`src/rtl/led_ctrl_pkg.sv`:
```
// Shared encodings and switch bit positions for the LED sequencer controller.
package led_ctrl_pkg;

  localparam int unsigned NB_STATE = 2;
  localparam int unsigned NB_SW    = 4;

  localparam int unsigned SW_EN      = 0;
  localparam int unsigned SW_RATE_LO = 1;
  localparam int unsigned SW_RATE_HI = 2;
  localparam int unsigned SW_HOLD    = 3;

  // 2'b11 is unused; the FSM steers it back to ST_IDLE
  typedef enum logic [NB_STATE-1:0] {
    ST_IDLE  = 2'b00,
    ST_RUN   = 2'b01,
    ST_PAUSE = 2'b10
  } state_t;

endpackage

```
`src/rtl/led_seq_ctrl_if.sv`:
```
// Board-side controls in, datapath-side strobe/direction out.
interface led_seq_ctrl_if;
  import led_ctrl_pkg::*;

  logic [NB_SW-1:0]    i_sw;
  logic                i_btn_dir;
  logic                i_btn_step;
  logic                o_valid;
  logic                o_reverse;
  logic [NB_STATE-1:0] o_state;

  // master drives the switches/buttons and observes the controller
  modport master (
    output i_sw, i_btn_dir, i_btn_step,
    input  o_valid, o_reverse, o_state
  );

  // slave is the controller itself
  modport slave (
    input  i_sw, i_btn_dir, i_btn_step,
    output o_valid, o_reverse, o_state
  );
endinterface

```
`src/rtl/btn_debounce.sv`:
```
// Synchronizes a raw button, debounces it, and pulses once per accepted press.
module btn_debounce #(
  parameter int unsigned NB_DEBOUNCE = 20
) (
  input  logic clock,
  input  logic i_reset,
  input  logic i_btn,
  output logic o_level,
  output logic o_rise
);

  localparam logic [NB_DEBOUNCE-1:0] CNT_MAX = '1;

  logic                   sync_q1;
  logic                   sync_q2;
  logic [NB_DEBOUNCE-1:0] cnt_q;

  // Two-flop synchronizer for the asynchronous button input
  always_ff @(posedge clock or posedge i_reset) begin
    if (i_reset) begin
      sync_q1 <= 1'b0;
      sync_q2 <= 1'b0;
    end else begin
      sync_q1 <= i_btn;
      sync_q2 <= sync_q1;
    end
  end

  // Accept a new level only after it has disagreed for 2**NB_DEBOUNCE cycles
  always_ff @(posedge clock or posedge i_reset) begin
    if (i_reset) begin
      cnt_q   <= '0;
      o_level <= 1'b0;
      o_rise  <= 1'b0;
    end else begin
      o_rise <= 1'b0;
      if (sync_q2 != o_level) begin
        if (cnt_q == CNT_MAX) begin
          o_level <= sync_q2;
          cnt_q   <= '0;
          o_rise  <= sync_q2;
        end else begin
          cnt_q <= cnt_q + NB_DEBOUNCE'(1);
        end
      end else begin
        cnt_q <= '0;
      end
    end
  end

endmodule

```
`src/rtl/led_seq_ctrl.sv`:
```
// Sequencing controller: run/pause FSM, rate strobe generator and direction toggle.
module led_seq_ctrl
  import led_ctrl_pkg::*;
#(
  parameter int unsigned NB_COUNTER  = 32,
  parameter int unsigned NB_DEBOUNCE = 20,
  parameter int unsigned LIMIT0      = 32'd4194303,
  parameter int unsigned LIMIT1      = 32'd8388607,
  parameter int unsigned LIMIT2      = 32'd16777215,
  parameter int unsigned LIMIT3      = 32'd33554431
) (
  input  logic          clock,
  input  logic          i_reset,
  led_seq_ctrl_if.slave bus
);

  localparam logic [NB_COUNTER-1:0] LIM0_C = NB_COUNTER'(LIMIT0);
  localparam logic [NB_COUNTER-1:0] LIM1_C = NB_COUNTER'(LIMIT1);
  localparam logic [NB_COUNTER-1:0] LIM2_C = NB_COUNTER'(LIMIT2);
  localparam logic [NB_COUNTER-1:0] LIM3_C = NB_COUNTER'(LIMIT3);

  state_t                  state_q;
  state_t                  state_d;
  logic [NB_COUNTER-1:0]   count_q;
  logic [NB_COUNTER-1:0]   count_d;
  logic [NB_COUNTER-1:0]   limit_c;
  logic                    valid_q;
  logic                    valid_d;
  logic                    reverse_q;
  logic                    reverse_d;
  logic                    dir_pulse;
  logic                    step_pulse;
  logic                    dir_level;
  logic                    step_level;
  logic                    unused_levels;
  logic                    sw_en;
  logic                    sw_hold;
  logic [1:0]              sw_rate;

  assign sw_en   = bus.i_sw[SW_EN];
  assign sw_hold = bus.i_sw[SW_HOLD];
  assign sw_rate = bus.i_sw[SW_RATE_HI:SW_RATE_LO];

  btn_debounce #(.NB_DEBOUNCE(NB_DEBOUNCE)) u_dir_btn (
    .clock   (clock),
    .i_reset (i_reset),
    .i_btn   (bus.i_btn_dir),
    .o_level (dir_level),
    .o_rise  (dir_pulse)
  );

  btn_debounce #(.NB_DEBOUNCE(NB_DEBOUNCE)) u_step_btn (
    .clock   (clock),
    .i_reset (i_reset),
    .i_btn   (bus.i_btn_step),
    .o_level (step_level),
    .o_rise  (step_pulse)
  );

  // Debounced levels are only needed for the edge pulses
  assign unused_levels = &{1'b0, dir_level, step_level};

  // Terminal count selected by the rate switches; takes effect immediately
  always_comb begin
    limit_c = LIM3_C;
    case (sw_rate)
      2'd0:    limit_c = LIM0_C;
      2'd1:    limit_c = LIM1_C;
      2'd2:    limit_c = LIM2_C;
      default: limit_c = LIM3_C;
    endcase
  end

  // State register
  always_ff @(posedge clock or posedge i_reset) begin
    if (i_reset) begin
      state_q <= ST_IDLE;
    end else begin
      state_q <= state_d;
    end
  end

  // Next state: disable wins over everything, hold picks pause vs run
  always_comb begin
    state_d = state_q;
    if (!sw_en) begin
      state_d = ST_IDLE;
    end else begin
      case (state_q)
        ST_IDLE:  state_d = sw_hold ? ST_PAUSE : ST_RUN;
        ST_RUN:   if (sw_hold)  state_d = ST_PAUSE;
        ST_PAUSE: if (!sw_hold) state_d = ST_RUN;
        default:  state_d = ST_IDLE;
      endcase
    end
  end

  // Output/counter next values; strobes are suppressed on the way into idle
  always_comb begin
    count_d   = '0;
    valid_d   = 1'b0;
    reverse_d = reverse_q ^ dir_pulse;
    case (state_q)
      ST_RUN: begin
        if (count_q >= limit_c) begin
          count_d = '0;
          valid_d = sw_en;
        end else begin
          count_d = count_q + NB_COUNTER'(1);
        end
      end
      ST_PAUSE: valid_d = sw_en & step_pulse;
      default:  count_d = '0;
    endcase
  end

  // Registered outputs and rate counter
  always_ff @(posedge clock or posedge i_reset) begin
    if (i_reset) begin
      count_q   <= '0;
      valid_q   <= 1'b0;
      reverse_q <= 1'b0;
    end else begin
      count_q   <= count_d;
      valid_q   <= valid_d;
      reverse_q <= reverse_d;
    end
  end

  assign bus.o_valid   = valid_q;
  assign bus.o_reverse = reverse_q;
  assign bus.o_state   = state_q;

endmodule

```
`src/flat_wrapper.sv`:
```
// flat-port wrapper written by rule: the top's interface ports become plain ports
module led_seq_ctrl_flat import led_ctrl_pkg::*;
#(
  parameter int unsigned NB_COUNTER  = 32,
  parameter int unsigned NB_DEBOUNCE = 20,
  parameter int unsigned LIMIT0      = 32'd4194303,
  parameter int unsigned LIMIT1      = 32'd8388607,
  parameter int unsigned LIMIT2      = 32'd16777215,
  parameter int unsigned LIMIT3      = 32'd33554431
)
  (clock, i_reset, bus_i_sw, bus_i_btn_dir, bus_i_btn_step, bus_o_valid, bus_o_reverse, bus_o_state);
  led_seq_ctrl_if bus_i ();
  input  logic clock;
  input  logic i_reset;
  input wire logic [$bits(bus_i.i_sw)-1:0] bus_i_sw;
  input wire logic [$bits(bus_i.i_btn_dir)-1:0] bus_i_btn_dir;
  input wire logic [$bits(bus_i.i_btn_step)-1:0] bus_i_btn_step;
  output wire logic [$bits(bus_i.o_valid)-1:0] bus_o_valid;
  output wire logic [$bits(bus_i.o_reverse)-1:0] bus_o_reverse;
  output wire logic [$bits(bus_i.o_state)-1:0] bus_o_state;
  assign bus_i.i_sw = bus_i_sw;
  assign bus_i.i_btn_dir = bus_i_btn_dir;
  assign bus_i.i_btn_step = bus_i_btn_step;
  assign bus_o_valid = bus_i.o_valid;
  assign bus_o_reverse = bus_i.o_reverse;
  assign bus_o_state = bus_i.o_state;
  led_seq_ctrl #(.NB_COUNTER(NB_COUNTER), .NB_DEBOUNCE(NB_DEBOUNCE), .LIMIT0(LIMIT0), .LIMIT1(LIMIT1), .LIMIT2(LIMIT2), .LIMIT3(LIMIT3)) u_core (.clock(clock), .i_reset(i_reset), .bus(bus_i));
endmodule
```
`config.mk`:
```
export PLATFORM = sky130hd
export DESIGN_NAME = led_seq_ctrl_flat
export DESIGN_NICKNAME = d
export VERILOG_FILES = /design/src/rtl/led_ctrl_pkg.sv /design/src/rtl/led_seq_ctrl_if.sv /design/src/rtl/btn_debounce.sv /design/src/rtl/led_seq_ctrl.sv /design/src/flat_wrapper.sv
export SDC_FILE = /design/constraint.sdc
export NUM_CORES = 1
export LEC_CHECK = 0
export ABC_CLOCK_PERIOD_IN_PS = 3900
export CORE_MARGIN = 10
export CORE_UTILIZATION = 45
export CTS_BUF_LIST = sky130_fd_sc_hd__clkbuf_4
export DETAILED_ROUTE_END_ITERATION = 16
export PLACE_DENSITY = 0.64
export REMOVE_ABC_BUFFERS = 1
export SLEW_MARGIN = 20
export SYNTH_ARGS = -nofsm -noshare
export SYNTH_HDL_FRONTEND = slang
export SYNTH_SLANG_ARGS = --single-unit
```
`constraint.sdc`:
```
create_clock -name clock -period 3.9 [get_ports clock]
set_input_delay 0.975 -clock clock [delete_from_list [all_inputs] [get_ports clock]]
set_output_delay 0.975 -clock clock [all_outputs]
set_load 0.01 [all_outputs]
```
Word-level counts from Yosys, hierarchy flattened
Cells that the tools add are included.
Word-level totals
  register bits after elaboration: 84
  memory bits (read-only): 0
  memory bits (writable): 0
  output and inout port bits: 4
  word-level logic and storage cells: 53
  memories: 0
  latch bits: 0
Cells by class
  add/subtract/negate cells: 3
  shifts and indexed selects: 0
  $lt $le $gt $ge: 1
  divide/modulo/power cells: 0
  $mul: 0
  multiplexer cells: 18
  equal/unequal tests: 10
  reductions and logical operators: 5
  bitwise operators: 2
Operators with widths (count)
  $mux W20: 4
  $pmux W25 S3: 1
  $mux W32: 2
  $add A20 B1 Y20 const B: 2
  $eq A20 B20 Y1 const B: 2
  $add A32 B1 Y32 const B: 1
  $ge A32 B25 Y1: 1
  $mux W2: 4
  $ne A3 B3 Y1 const B: 2
  $pmux W2 S3: 1
  $reduce_and A2 Y1: 3
  $mux W1: 5
  $eq A2 B1 Y1 const B: 2
  $eq A2 B2 Y1 const B: 2
  $logic_not A2 Y1: 2
  $ne A1 B1 Y1: 2
  $pmux W1 S2: 1
  $and A1 B1 Y1: 1
  $xor A1 B1 Y1: 1

Longest topological paths before layout
  depth after elaboration: 5
  gate-level depth with buffers: 7

Modules after synthesis
A second synthesis with hierarchy kept.
Unflattened totals
  cells, all modules: 407
  area total of the unflattened synthesis: 4108.9 um^2
Modules (own cells, without submodules)
  btn_debounce: instances 2, area an instance 1141.1 um^2, seq. area each 600.6 um^2, cells each 109
  led_seq_ctrl: instances 1, area an instance 1826.8 um^2, seq. area each 900.9 um^2, cells each 189

Least setup slack after synthesis
No wires, ideal clock.
  path type: in2reg
  start point: in bus_i_sw[1]
  end point: reg u_core.count_q[24]
  library setup time: 0.073 ns
  stages on the path: 7
  data arrival time: 2.375 ns
  setup slack: 1.452 ns
  path buffers: 1
  path through: nand2_1 ha_1 or4_1 a211oi_1 o311ai_4 buf_6 a21oi_2
Between the ends
  word-level cells in the longest chain between the ends: 5
  elaborated cells between the ends (all ways): 7
Ends and longest elaborated chain
  start, declared: RTL line flat_wrapper.sv:15  | input wire logic [$bits(bus_i.i_sw)-1:0] bus_i_sw;
  $eq A2 B2 Y1, or another cell as far along: RTL line led_seq_ctrl.sv:66  | case (sw_rate)
  $pmux W25 S3 *: RTL line led_seq_ctrl.sv:66
  $ge A32 B25 Y1 *: RTL line led_seq_ctrl.sv:105  | if (count_q >= limit_c) begin
  $mux W32 *: RTL line led_seq_ctrl.sv:105
  $mux W32 *: RTL line led_seq_ctrl.sv:103  | case (state_q)
  named net u_core.count_d[24]: RTL line led_seq_ctrl.sv:25  | logic [NB_COUNTER-1:0] count_d;
  end signal, assigned: RTL line led_seq_ctrl.sv:124  | count_q <= count_d;
  end, declared: RTL line led_seq_ctrl.sv:24  | logic [NB_COUNTER-1:0] count_q;
Mark *: on every way through the listed nets, which the timed path passes. The rest lies on a longest branch.
A chain may end at the register's enable or synchronous reset.

Worst setup path after layout
  start point: in bus_i_sw[2]
  end point: reg u_core.count_q[22]
The elaborated chain is that of the path after synthesis.

==> metrics.txt <==
RSZ-0062 raised after global routing=false; Final ANT Viol Nets=0; Worst slew margin=48.7%; WP data arrival=3190 ps; nets=439; vias in the first global route=2,794; drt initial violations=148; I/O pin cnt=12; post-synthesis register bit count=84; most common cell after layout, fill and taps aside=dfrtp_1; wire per inst=13.5 um; Multi-input gate area=1860 sq um; Max Used Layer=met4; reg2reg end=u_core.count_q[8]$_DFF_PP0_; Syn. warnings=0; Final Hold Vio Count=0; initial antenna violation count=0; fraction of layout cells with a size suffix above 1=9.37%; max_cap viols=0; Mapped Cells=400; port buffer count=11; CTS Sinks=84; fillcell total=807; CP Max Fanout=15; CTS Buf Count=9; largest net degree at the start of global routing=44; GRT Util Overall=11.7%; EDFF count, synth=0; Synth Area in Adders=2.77%; Detailed Route WL=7220 um; Clock Tree Root=clkbuf_4; Pre-antenna DRT Iters=4; Synth Area in Compound Gates=8.38%; Worst Setup End Kind=flop; reg-to-reg slack, setup=1280 ps; main combinational cell family by area after synthesis=simple AND/OR/NAND/NOR gates; min-delay src=u_core.u_step_btn.sync_q1$_DFF_PP0_; multiplexer share of the synthesized area=1.05%; worst-case vdd ir drop=183 uV; # diodes=0; register clock-pin slew on the reported worst setup and hold paths=120 ps; most frequent cells in the layout=dfrtp_1, nor2_1, nand2_1; clock tree from TritonCTS=done; status=finished, final reports clean; Synth Area per Inst=10.2 sq um; # rows=34; via count=2,907; Critical Path RT=4260 ps; Hold Path Class=flop to flop; Worst-Margin Slew=769 ps; Initial Util=46.3%; setup_tns=0 ps; Setup Viol. Count Final=0; post-CTS resize count=0; Setup Skew=11.9 ps; global-route wire length before repair=12,900 um; Critical Path Start Type=input port; Synth Area in Simple Gates=24.3%; total grt overflow=0; XOR/XNOR share of the synthesized area=8.84%; Worst Hold Endpoint=u_core.u_step_btn.sync_q2$_DFF_PP0_; DRT met1 WL=3560 um; Tmin final=2830 ps; Seq/Total Area, Yosys=51.8%; post-route DRC violation count=0; fin crit share=72.5%; Final Total Pwr=0.00156 W; clock insertion delay at the later pin of the skew report=430 ps; Die Height=115 um; non-filler cells, final=535; Detail Placement HPWL=5030 um; CP Class=input port to flop; die area=13,200 sq um; final RePlAce weighted congestion=0.796; H-tree depth=3; Synth Flop Type=dfrtp_1; DR WL met2=3310 um; Post-CTS Setup Inserts=0; pwr dens=352 nW/um^2; Async SR Flop Fraction=100%; met3 routed WL=259 um; WHS Path Cells=0; vias per std cell=5.43; hold buffers post-CTS=0; static leakage=1.78 nW; Syn-to-layout area delta=9.28%; Slew Viols, Final=0; Max Clk Rate=0.354 GHz; synthesized cell area=4060 sq um; Core Area=8760 sq um; placed insts=518; Netlist cell types=45; Worst R2R Start=u_core.count_q[0]$_DFF_PP0_; R2R cell count=6; Die Width=115 um; Storage cell area=2100 sq um; CTS Buffer Depth=2
synth_stat cells, types with 5 or more instances:
| master | instances | area share (%) |
|---|---|---|
| nand4_1 | 17 | 2.6 |
| and4_1 | 5 | 1.1 |
| or4_1 | 14 | 2.6 |
| nor4_1 | 7 | 1.1 |
| a21oi_1 | 19 | 2.3 |
| xnor2_1 | 23 | 5.0 |
| o21ai_0 | 11 | 1.4 |
| nand2_1 | 26 | 2.4 |
| or3_1 | 6 | 0.92 |
| ha_1 | 9 | 2.8 |
| xor2_1 | 18 | 3.9 |
| nor2_1 | 50 | 4.6 |
| clkbuf_1 | 5 | 0.46 |
| nand3_1 | 24 | 3.0 |
| inv_1 | 15 | 1.4 |
| dfrtp_1 | 84 | 52 |
| o31ai_1 | 9 | 1.7 |
| and3_1 | 8 | 1.2 |
| nor3_1 | 9 | 1.1 |
cells by family (layout without fill, tap and decap cells):
| logic type | after synthesis | count (layout) |
|---|---|---|
| simple gates | 186 | 186 |
| fa+ha+maj | 9 | 9 |
| mux | 4 | 4 |
| flops | 84 | 84 |
| compound gates | 51 | 51 |
| other cells | 1 | 6 |
| buf+inv | 24 | 46 |
| xor+xnor | 41 | 41 |
registers in the layout, summed over array words and instances (netlist names):
name                       count
u_core.bus.o_reverse           1
u_core.bus.o_state             2
u_core.bus.o_valid             1
u_core.count_q                32
u_core.u_dir_btn.cnt_q        20
u_core.u_dir_btn.o_level       1
u_core.u_dir_btn.o_rise        1
u_core.u_dir_btn.sync_q1       1
u_core.u_dir_btn.sync_q2       1
u_core.u_step_btn.cnt_q       20
u_core.u_step_btn.o_level      1
u_core.u_step_btn.o_rise       1
u_core.u_step_btn.sync_q1      1
u_core.u_step_btn.sync_q2      1
power by group:
part | total (W) | leakage, nW | switching, W | internal (W)
Sequential | 0.000913 | 1.14 | 0.0000201 | 0.000893
Clock | 0.000497 | 0.0782 | 0.000290 | 0.000207
Combinational | 0.000150 | 0.557 | 0.0000828 | 0.0000667
cell type report:
type / count / share of cell area (%)
Multi-Input combinational cell: 297 / 42.0
Inverter: 15 / 1.30
Clock inverter: 5 / 1.18
Sequential cell: 84 / 47.4
Timing Repair Buffer: 15 / 3.24
Tap cell: 108 / 3.05
Clock buffer: 11 / 1.86
per-layer routing:
layer,global-route usage [%],vias up
met1,15.1,1415
met2,18.2,25
met3,3.18,7
met5,0,-
met4,4.87,0
li1,-,1460
critical path, stage by stage:
cell and delay [ps]:
clkdlybuf4s50_1 500, nand2_1 70, ha_1 180, or4_1 410
a211oi_1 370, o311ai_4 330, buf_6 240, a21oi_1 110
metrics by stage:
stage	utilization (%)	hold slack (ps)	instance area, sq um	worst slack (ps)
floorplan	-	331	4020	760
global placement	49.0	338	4290	731
detailed placement	49.0	346	4290	624
CTS	50.5	376	4430	1060
global route	50.6	386	4440	892
finish	50.6	371	4440	1070
how the worst max path moves through the flow:
stage,from,end,slack (ps)
2_1_floorplan,i_reset,u_core.bus.o_reverse$_DFF_PP0_,760
3_3_place_gp,bus_i_sw[2],u_core.count_q[21]$_DFF_PP0_,730
3_5_place_dp,bus_i_sw[2],u_core.count_q[20]$_DFF_PP0_,620
4_1_cts,bus_i_sw[2],u_core.count_q[20]$_DFF_PP0_,1060
5_1_grt,bus_i_sw[2],u_core.count_q[18]$_DFF_PP0_,890
6_report,bus_i_sw[2],u_core.count_q[22]$_DFF_PP0_,1070
(Power assumes the default switching activity.)
==> RTL change 1, RTL diff (config.mk and constraints unchanged) <==
`NB_COUNTER` is set to 32 in 2 places; all go to 16.
--- a/src/rtl/led_seq_ctrl.sv
+++ b/src/rtl/led_seq_ctrl.sv
@@ -2,7 +2,7 @@
 module led_seq_ctrl
   import led_ctrl_pkg::*;
 #(
-  parameter int unsigned NB_COUNTER  = 32,
+  parameter int unsigned NB_COUNTER  = 16,
   parameter int unsigned NB_DEBOUNCE = 20,
   parameter int unsigned LIMIT0      = 32'd4194303,
   parameter int unsigned LIMIT1      = 32'd8388607,
--- a/src/flat_wrapper.sv
+++ b/src/flat_wrapper.sv
@@ -1,7 +1,7 @@
 // flat-port wrapper written by rule: the top's interface ports become plain ports
 module led_seq_ctrl_flat import led_ctrl_pkg::*;
 #(
-  parameter int unsigned NB_COUNTER  = 32,
+  parameter int unsigned NB_COUNTER  = 16,
   parameter int unsigned NB_DEBOUNCE = 20,
   parameter int unsigned LIMIT0      = 32'd4194303,
   parameter int unsigned LIMIT1      = 32'd8388607,
Formal check against the unedited RTL: same outputs for any inputs over 10 cycles, from zero or initial values and one cycle with i_reset high; that may be too few to reach the edited logic, so the function may still have changed.
==> RTL change 1 against the unedited design <==
Non-clock buffer count shrank 3. Clock power shrank 26%. Synthesized area shrank 19%. Setup slack gained 460 ps. Design area shrank 19%. Total power shrank 19%. Routed wire length shrank 19%. Sequential power shrank 17%. Synthesized cell count shrank 19%. Sequential cell count shrank 16. Critical path type is now reg -> out. Largest power group unchanged.
==> RTL change 1: results (changes against the unedited design) <==
[run_status]
outcome=finished clean

[critical_path]
r2r_cells=6  ; unchanged
worstPathArrival_ps=1400  ; -1790 ps
reg2reg_to=u_core.count_q[9]
crit_path_top_delay_cell=clkdlybuf4s50_1
reg2reg_slack_ps=1720  ; +440 ps
crit_fanout=6  ; -9
r2r-start=u_core.count_q[0]
critPathMaxStageDelay_ps=570  ; +70 ps
cp_top_family=buffers and inverters

[global_routing]
grt_max_degree=42  ; -4.5%
grt_pass1_vias=2340  ; -16%
track_usage=0.114  ; -0.00342
grt_pass1_wl_um=10600  ; -18%
antenna_found_initial=0  ; unchanged

[cts]
clock_path_buffers=2  ; unchanged
clk_latency_ps=400  ; -30 ps
cts_post_setup_buffers_inserted=0  ; unchanged
root_buffer=clkbuf_4
htree_levels=3  ; unchanged
cts_buffers=9  ; unchanged
postCtsHoldBufs=0  ; unchanged
cts.repair.resized=0  ; unchanged
clk_pin_slew_ps=100  ; -20 ps

[layout]
fin_nets=358  ; -18%
reg_top3=u_core.u_dir_btn.cnt_q (20), u_core.u_step_btn.cnt_q (20), u_core.count_q (16)
diodes=0  ; unchanged
layout-drive-gt1-share=0.0718  ; -0.0218

[logic_synthesis]
ys.flop_type=dfrtp_1
synth_seq_area_share=0.519  ; +0.00136
synth.area.top_cells=dfrtp_1, xnor2_1, nor2_1
synth-warning-count=0  ; unchanged
synth_cell_types=36  ; -20%
synth_async_sr_flop_share=1.00  ; unchanged
synthTopCellsByCount=dfrtp_1, nor2_1, xnor2_1, nand3_1, nand2_1

[drt]
dr.pass1.iters=4  ; unchanged
first_iter_violations=80  ; -46%
vias_per_cell=5.30  ; -2.5%
wl_um=5820  ; -19%

[worst_hold_path]
whs_endpoint=u_core.u_dir_btn.sync_q2
hold_depth=0  ; unchanged
worstHoldPathType=reg -> reg
hold_path_startpoint=u_core.u_dir_btn.sync_q1

[timing]
slew_viol_final=0  ; unchanged
holdWs_ps=361  ; -10.8 ps
clock_skew_ps=16.0  ; +4.08 ps
worstMarginPinSlew_ps=819  ; +49.9 ps

[placed_design]
place_area_um2=3490  ; -19%
gp_congestion=0.839  ; +5.4%
portBuffers=9  ; -2
dpl.hpwl_um=4060  ; -19%

[pwr]
p_leak_nw=1.44  ; -19%
peakVddDrop_mv=0.209  ; +14%

RTL change 1: cell types whose count changed after synthesis, moves of 6 or more:
cell / delta
a21oi_1: -13
dfrtp_1: -16
inv_1: -6
nand2_1: -6
o31ai_1: -8
or4_1: -13
xnor2_1: +8
RTL change 1: metrics by stage:
stage          instances  setup slack, ps
6_report             447             1530
4_1_cts              447             1500
2_1_floorplan        321             1210
3_5_place_dp         432             1570
5_1_grt              447             1420
3_3_place_gp         432             1580
RTL change 1: where the power goes:
group	switching [W]	total, W	internal (W)
Sequential	0.0000272	0.000754	0.000727
Clock	0.000230	0.000367	0.000136
Combinational	0.0000861	0.000147	0.0000612
Total	0.000344	0.00127	0.000924
RTL change 1: final cells by class:
class	count	area (um2)
clock buffer	11	82.6
clock inverter	4	17.5
fill	688	3590
inverter	9	33.8
multi-input combinational	244	1520
sequential	68	1700
tap	99	124
timing repair buffer	12	113
RTL change 1: how the worst max path moves through the flow:
| stage | startpoint | to | slack, ps | depth (start not counted) |
|---|---|---|---|---|
| 2_1_floorplan | i_reset | u_core.bus.o_reverse | 1210 | 1 |
| 3_3_place_gp | i_reset | u_core.u_step_btn.cnt_q[12] | 1580 | 3 |
| 3_5_place_dp | i_reset | u_core.u_step_btn.cnt_q[0] | 1570 | 3 |
| 4_1_cts | u_core.bus.o_state[1] | bus_o_state[1] | 1500 | 1 |
| 5_1_grt | u_core.bus.o_state[1] | bus_o_state[1] | 1420 | 1 |
| 6_report | u_core.bus.o_state[1] | bus_o_state[1] | 1530 | 1 |
RTL change 1: cell families (layout without fill, tap and decap cells):
logic type | Yosys count | in the layout | share of synthesized area
compound gates | 24 | 24 | 0.0435
xor+xnor | 45 | 45 | 0.120
fa+ha+maj | 6 | 6 | 0.0229
buf+inv | 14 | 36 | 0.0179
flops | 68 | 68 | 0.519
mux | 5 | 5 | 0.0164
simple gates | 164 | 164 | 0.260
RTL change 1: metal layers:
metal,part of all wire,GRT usage
met5,0,0
met4,0.0089,0.0363
met3,0.027,0.0432
met2,0.48,0.181
met1,0.48,0.139
==> RTL change 2, RTL diff (same flow settings) <==
Without the edit above. Make the reset (`i_reset`) synchronous in 4 clocked blocks. Comments in the files are not updated.
--- a/src/rtl/btn_debounce.sv
+++ b/src/rtl/btn_debounce.sv
@@ -16,7 +16,7 @@
   logic [NB_DEBOUNCE-1:0] cnt_q;
 
   // Two-flop synchronizer for the asynchronous button input
-  always_ff @(posedge clock or posedge i_reset) begin
+  always_ff @(posedge clock) begin
     if (i_reset) begin
       sync_q1 <= 1'b0;
       sync_q2 <= 1'b0;
@@ -27,7 +27,7 @@
   end
 
   // Accept a new level only after it has disagreed for 2**NB_DEBOUNCE cycles
-  always_ff @(posedge clock or posedge i_reset) begin
+  always_ff @(posedge clock) begin
     if (i_reset) begin
       cnt_q   <= '0;
       o_level <= 1'b0;
--- a/src/rtl/led_seq_ctrl.sv
+++ b/src/rtl/led_seq_ctrl.sv
@@ -72,7 +72,7 @@
   end
 
   // State register
-  always_ff @(posedge clock or posedge i_reset) begin
+  always_ff @(posedge clock) begin
     if (i_reset) begin
       state_q <= ST_IDLE;
     end else begin
@@ -115,7 +115,7 @@
   end
 
   // Registered outputs and rate counter
-  always_ff @(posedge clock or posedge i_reset) begin
+  always_ff @(posedge clock) begin
     if (i_reset) begin
       count_q   <= '0;
       valid_q   <= 1'b0;
Behaviour: differs if i_reset is asserted again (counterexample within 4 cycles, from zero or initial values and one cycle with i_reset high); with i_reset held inactive, the same outputs for 10 cycles.
==> RTL change 2 against the unedited design <==
Count of clock-buffer cells in the layout is 1 lower. Routed wire length shrank 7.3%. Final cell count rose by 0.93%. Critical path depth did not move. Setup slack gained 370 ps. Sequential cell count unchanged. Global-route usage shrank 0.76 points. Synthesized area down 8.3%. Design area shrank 7.7%. Utilization shrank 0.30 points. Critical endpoint is now u_core.count_q[12]. Largest cell class is now multi-input combinational cells.
Power is not compared: it rests on default switching activity, and its combinational part moved more than twofold at a synthesized area within 25%.
==> RTL change 2: results (changes against the unedited design) <==
[run_status]
outcome=finished clean

[global_routing]
grt_pass1_wl_um=11700  ; -9.2%
met3_usage=0.0422  ; +0.0104
grt_max_degree=26  ; -41%
track_usage=0.110  ; -0.00759
met1_usage=0.135  ; -0.0162
grt_pass1_vias=2643  ; -5.4%

[placed_design]
place_ws_ps=991  ; +367 ps
dpl.hpwl_um=4590  ; -8.8%
dp.cells=525  ; +1.4%
place_area_um2=3920  ; -8.7%

[logic_synthesis]
synth-compound-area-share=0.103  ; +0.0190
synth_async_sr_flop_share=0  ; -1.00
synth_cells=418  ; +4.5%
synthAdderAreaFrac=0.0302  ; +0.00251
ys.flop_type=dfxtp_1
synthTopCellsByCount=dfxtp_1, nor2_1, a21oi_1, nand3_1, xor2_1

[critical_path]
crit_fanout=25  ; +10
reg2reg_slack_ps=1950  ; +670 ps

[timing]
holdWs_ps=447  ; +76.0 ps
clock_skew_ps=18.9  ; +6.94 ps
timing.final.crit_period_ps=2460  ; -368 ps

[drt]
first_iter_violations=87  ; -41%
avgRoutedWirePerCell_um=12.4  ; -8.1%

[layout]
layout-drive-gt1-share=0.0552  ; -0.0385
fin_nets=448  ; +2.1%

RTL change 2: worst paths after layout:
kind | to | cells past startpoint | from
min | u_core.u_step_btn.sync_q2 | 1 | u_core.u_step_btn.sync_q1
max | u_core.count_q[12] | 8 | bus_i_sw[2]
min reg2reg | u_core.u_step_btn.sync_q2 | 1 | u_core.u_step_btn.sync_q1
max reg2reg | u_core.u_step_btn.cnt_q[2] | 5 | u_core.u_step_btn.cnt_q[0]
RTL change 2: cell type report:
cell class | count | area, um2
fillers | 747 | 4040
flip-flops and latches | 84 | 1680
well taps | 105 | 131
inverters | 15 | 56.3
clock inverters | 5 | 101
repair buffers | 12 | 118
clock buffers | 10 | 75.1
multi-input cells | 309 | 1930
RTL change 2: critical path, stage by stage:
cell	delay (ps)
clkdlybuf4s50_1	490
inv_1	50
ha_1	290
nand4_1	90
nor4_1	340
a21o_1	170
buf_4	260
nor2_1	90
